## src/rtl/pipe_run_ctrl.sv

```systemverilog
`default_nettype none
// +----------------------------------------------------------------------------+
// | Module   : pipe_run_ctrl                                                   |
// | Brief    : Run/step/burst/breakpoint controller producing the pipeline      |
// |            advance enable, plus cycle and retired-instruction counters.    |
// | Revision : 1.0                                                             |
// +----------------------------------------------------------------------------+
module pipe_run_ctrl #(
  parameter int BURST_LEN = 16,
  parameter int CNT_W     = 32
) (
  input  logic             clk,
  input  logic             rst_n,
  input  logic             step_btn,
  input  logic             run_btn,
  input  logic             burst_btn,
  input  logic             bp_en,
  input  logic [31:0]      bp_addr,
  input  logic [31:0]      pc_if,
  input  logic             wb_bubble,
  output logic             pipe_en,
  output logic [1:0]       ctrl_state,
  output logic             bp_hit,
  output logic [CNT_W-1:0] cycle_cnt,
  output logic [CNT_W-1:0] retire_cnt
);

  localparam int c_BW = (BURST_LEN > 1) ? $clog2(BURST_LEN) : 1;
  localparam logic [c_BW-1:0] c_BURST_LOAD = c_BW'(BURST_LEN - 1);

  typedef enum logic [1:0] {
    S_HALT  = 2'b00,
    S_STEP  = 2'b01,
    S_RUN   = 2'b10,
    S_BURST = 2'b11
  } state_t;

  state_t            r_state;
  logic [c_BW-1:0]   r_burst_cnt;
  logic              r_skip;
  logic              r_bp_hit;
  logic              r_step_q;
  logic              r_run_q;
  logic              r_burst_q;
  logic [CNT_W-1:0]  r_cycle_cnt;
  logic [CNT_W-1:0]  r_retire_cnt;

  logic w_step_pulse;
  logic w_run_pulse;
  logic w_burst_pulse;
  logic w_bp_match;
  logic w_pipe_en;

  assign w_step_pulse  = step_btn  & ~r_step_q;
  assign w_run_pulse   = run_btn   & ~r_run_q;
  assign w_burst_pulse = burst_btn & ~r_burst_q;

  // skip masks the breakpoint so a resume can advance past the stopped instruction
  assign w_bp_match = bp_en & (pc_if == bp_addr) & ~r_skip;

  always_comb begin
    w_pipe_en = 1'b0;
    case (r_state)
      S_STEP:          w_pipe_en = 1'b1;
      S_RUN, S_BURST:  w_pipe_en = ~w_bp_match;
      default:         w_pipe_en = 1'b0;
    endcase
  end

  always_ff @(posedge clk or negedge rst_n) begin
    if (!rst_n) begin
      r_state     <= S_HALT;
      r_burst_cnt <= '0;
      r_skip      <= 1'b0;
      r_bp_hit    <= 1'b0;
      r_step_q    <= 1'b0;
      r_run_q     <= 1'b0;
      r_burst_q   <= 1'b0;
    end else begin
      r_step_q  <= step_btn;
      r_run_q   <= run_btn;
      r_burst_q <= burst_btn;
      if (w_pipe_en) begin
        r_skip <= 1'b0;
      end
      case (r_state)
        S_HALT: begin
          if (w_run_pulse) begin
            r_state  <= S_RUN;
            r_skip   <= 1'b1;
            r_bp_hit <= 1'b0;
          end else if (w_burst_pulse) begin
            r_state     <= S_BURST;
            r_burst_cnt <= c_BURST_LOAD;
            r_skip      <= 1'b1;
            r_bp_hit    <= 1'b0;
          end else if (w_step_pulse) begin
            r_state  <= S_STEP;
            r_skip   <= 1'b1;
            r_bp_hit <= 1'b0;
          end
        end
        S_STEP: begin
          r_state <= S_HALT;
        end
        S_RUN: begin
          if (w_bp_match) begin
            r_state  <= S_HALT;
            r_bp_hit <= 1'b1;
          end else if (w_run_pulse) begin
            r_state <= S_HALT;
          end
        end
        S_BURST: begin
          if (w_bp_match) begin
            r_state  <= S_HALT;
            r_bp_hit <= 1'b1;
          end else if (w_run_pulse) begin
            r_state <= S_HALT;
          end else if (r_burst_cnt == '0) begin
            r_state <= S_HALT;
          end else begin
            r_burst_cnt <= r_burst_cnt - 1'b1;
          end
        end
        default: r_state <= S_HALT;
      endcase
    end
  end

  always_ff @(posedge clk or negedge rst_n) begin
    if (!rst_n) begin
      r_cycle_cnt  <= '0;
      r_retire_cnt <= '0;
    end else if (w_pipe_en) begin
      r_cycle_cnt <= r_cycle_cnt + CNT_W'(1);
      if (!wb_bubble) begin
        r_retire_cnt <= r_retire_cnt + CNT_W'(1);
      end
    end
  end

  assign pipe_en    = w_pipe_en;
  assign ctrl_state = r_state;
  assign bp_hit     = r_bp_hit;
  assign cycle_cnt  = r_cycle_cnt;
  assign retire_cnt = r_retire_cnt;

endmodule
`default_nettype wire

```

## config.mk

```make
export PLATFORM = sky130hd
export DESIGN_NAME = pipe_run_ctrl
export DESIGN_NICKNAME = d
export VERILOG_FILES = /design/src/rtl/pipe_run_ctrl.sv
export SDC_FILE = /design/constraint.sdc
export NUM_CORES = 1
export LEC_CHECK = 0
export BUFFER_PORTS_ARGS = -buffer_cell sky130_fd_sc_hd__buf_2
export CAP_MARGIN = 20
export CORE_MARGIN = 10
export CORE_UTILIZATION = 45
export DETAILED_ROUTE_END_ITERATION = 12
export PLACE_DENSITY = 0.83
export SYNTH_ARGS = -nofsm -noshare
export SYNTH_HDL_FRONTEND = slang
export SYNTH_SLANG_ARGS = --single-unit
```

## constraint.sdc

```tcl
create_clock -name clk -period 4.25 [get_ports clk]
set_input_delay 0.2125 -clock clk [delete_from_list [all_inputs] [get_ports clk]]
set_output_delay 0.2125 -clock clk [all_outputs]
set_load 0.01 [all_outputs]
```

==> impl_metrics.py <==
metrics = {
    "global_routing": {
        "grt_pass1_vias": 3837,
        "grt_max_degree": 44,
        "grt_overflow": 0,
        "gr-usage-all-layers": 0.170,
        "antenna_found_initial": 0,
        "grt_pass1_wl_um": 18400,
    },
    "worst_setup_path": {
        "arrival_ns": 2.36,
        "required_ns": 4.04,
        "r2r_setup_slack_ns": 1.71,
        "critPathLaunchType": "flip-flop",
        "end_kind": "output port",
        "ff2ff_path_depth": 4,
        "path_class": "reg2out",
        "crit_fanout": 30,
    },
    "synth": {
        "ys_top_cells_by_area": "dfrtp_1 (46%), xor2_1 (12%), xnor2_1 (7.3%)",
        "ys_seq_area_frac": 0.461,
        "syn-num-nets": 477,
        "ys_types": 42,
        "syn_area_um2": 4070,
        "yosys.area.top_type": "dfrtp_1",
        "synth_edf_count": 0,
        "synth-async-reset-ratio": 1.00,
        "yosysWarnings": 0,
        "synth_top_area_frac": 0.461,
        "synth-main-ff-cell": "dfrtp_1",
        "syn_inst": 403,
        "syn_avg_cell_area_um2": 10.1,
        "ys_ff_latch": 75,
    },
    "drt": {
        "drc": 0,
        "routed_via_density": 5.56,
        "vias": 3649,
        "drtPass1Iterations": 4,
        "postRouteAntennaNets": 0,
        "routed_wl_um": 11300,
        "wire_per_inst_um": 17.2,
        "initialDrtViolationCount": 229,
    },
    "clocking": {
        "root_buffer": "clkbuf_8",
        "cts_buffer_depth": 2,
        "cts_tree": "yes",
        "numCtsBuffers": 9,
        "htreeDepth": 3,
        "cts_setup_buffers": 0,
        "clk_latency_ns": 0.34,
        "numClockSinks": 75,
        "cts.clk_slew.worst_paths_ns": 0.08,
    },
    "place": {
        "post-place-ws_ns": 1.67,
        "port_buffers": 138,
        "routabilityCongestion": 0.832,
        "dp_hpwl_um": 8740,
    },
    "power": {
        "ir_drop_mv": 0.210,
        "powerDensity_nw_per_um2": 453,
        "p_leak_uw": 0.00230,
    },
    "floorplanning": {
        "coreArea_um2": 8760,
        "io_pins": 139,
        "die_y_um": 115,
        "rows": 34,
        "die_w_um": 115,
        "die-area_um2": 13300,
        "start_util": 0.465,
    },
    "sta": {
        "fmax_ghz": 0.389,
        "max_slew.worst_pin.slew_ns": 0.927,
        "hold_viol": 0,
        "finalSetupViolations": 0,
        "relSlewSlack": 0.382,
        "min_period_ns": 2.57,
        "skew_ns": 0.00628,
        "fin_setup_tns_ns": 0,
        "rsz0062_at_grt": "false",
        "fin_crit_sh": 0.605,
        "slew_violations": 0,
        "finalWorstSetupSlack_ns": 1.68,
    },
    "status": {
        "status": "finished clean",
    },
    "finish": {
        "final_cell_mix": "buf_2 (138), dfrtp_1 (75), xor2_1 (58), xnor2_1 (34), nand3_1 (33)",
        "final_nets": 617,
        "final_layout_size_suffix_gt1_frac": 0.319,
        "final_common_cell": "buf_2",
        "antenna_cells": 0,
        "area_growth_pct": 24.8,
    },
    "hold_path": {
        "hold_class": "in2async",
    },
    "run": {
        "drv_cap": 0,
    },
}
==> final timing paths <==
kind	end	from
max	pipe_en	r_skip
min	retire_cnt[4]	rst_n
max reg2reg	retire_cnt[7]	ctrl_state[1]
min reg2reg	retire_cnt[31]	retire_cnt[31]
max in group asynchronous	retire_cnt[18]	rst_n
min in group clk	retire_cnt[25]	wb_bubble
==> critical path: stages, from the launching register on <==
cell and delay [ns]:
dfrtp_1 0.36, inv_1 0.08, o2111ai_1 0.13, a2111oi_2 0.32, and4_2 0.73, nor2_1 0.18
buf_2 0.20
==> layout make-up <==
| class | count | area, um2 |
|---|---|---|
| Inverter | 7 | 26.3 |
| Timing Repair Buffer | 145 | 751 |
| Clock inverter | 5 | 52.6 |
| Clock buffer | 11 | 141 |
| Tap cell | 108 | 135 |
| Multi-Input combinational cell | 305 | 2100 |
| Fill cell | 774 | 3680 |
| Sequential cell | 75 | 1880 |
==> sequential cells by signal, summed over array words and instances (netlist names) <==
signal       count
cycle_cnt       32
retire_cnt      32
r_burst_cnt      4
ctrl_state       2
bp_hit           1
r_burst_q        1
r_run_q          1
r_skip           1
r_step_q         1
==> logic make-up (layout without fill, tap and decap cells) <==
logic type               Yosys count  count (layout)  synth area share
AO/OA/AOI/OAI                     18              18            0.0298
adder cells (fa/ha/maj)            3               3           0.00921
flip-flops                        75              75             0.461
buffers and inverters             23             168            0.0233
XOR/XNOR                          92              92             0.198
multiplexers                       2               2           0.00553
AND/OR/NAND/NOR                  190             190             0.274
==> stage by stage <==
stage | instances | instance area (um2) | hold slack, ns | power, uW | util
after global placement | 637 | 4860 | 0.339 | 1740 | 0.555
final | 656 | 5090 | 0.00134 | 2300 | 0.580
after floorplan | 403 | 4070 | -0.0831 | 1450 | -
after detailed placement | 637 | 4860 | 0.338 | 1770 | 0.555
after CTS | 656 | 5090 | 0.0334 | 2330 | 0.580
after global routing | 656 | 5090 | 0.0778 | 2460 | 0.580
==> cell usage after synthesis, types with 4 or more instances <==
| cell | instances |
|---|---|
| nand3_1 | 33 |
| buf_2 | 7 |
| o21ai_0 | 8 |
| and4_1 | 9 |
| xor2_1 | 58 |
| nor3_1 | 30 |
| xnor2_1 | 34 |
| nand4_1 | 21 |
| and3_1 | 9 |
| dfrtp_1 | 75 |
| nor4_1 | 14 |
| nor2_1 | 20 |
| clkbuf_1 | 7 |
| inv_1 | 7 |
| or2_2 | 4 |
| nand2_1 | 20 |
| nor4b_1 | 6 |
==> report_power, final <==
group | switching (uW) | internal, uW
clock network | 263 | 285
registers | 173 | 846
logic | 436 | 301
total | 872 | 1430
==> repair_timing <==
action / CTS / global route
hold endpoints to repair: 3 / 0
hold buffers: 3 / 0
resized for setup: 0 / 0
==> layer usage <==
layer  GRT usage  routed length, um  vias up
met4      0.0396                 46        0
met3      0.0651               1120        4
li1            -                  -     1717
met2       0.284               5510      153
met5           0                  0        -
met1       0.201               4580     1775
Note: power is estimated with default switching activity, not from simulation.
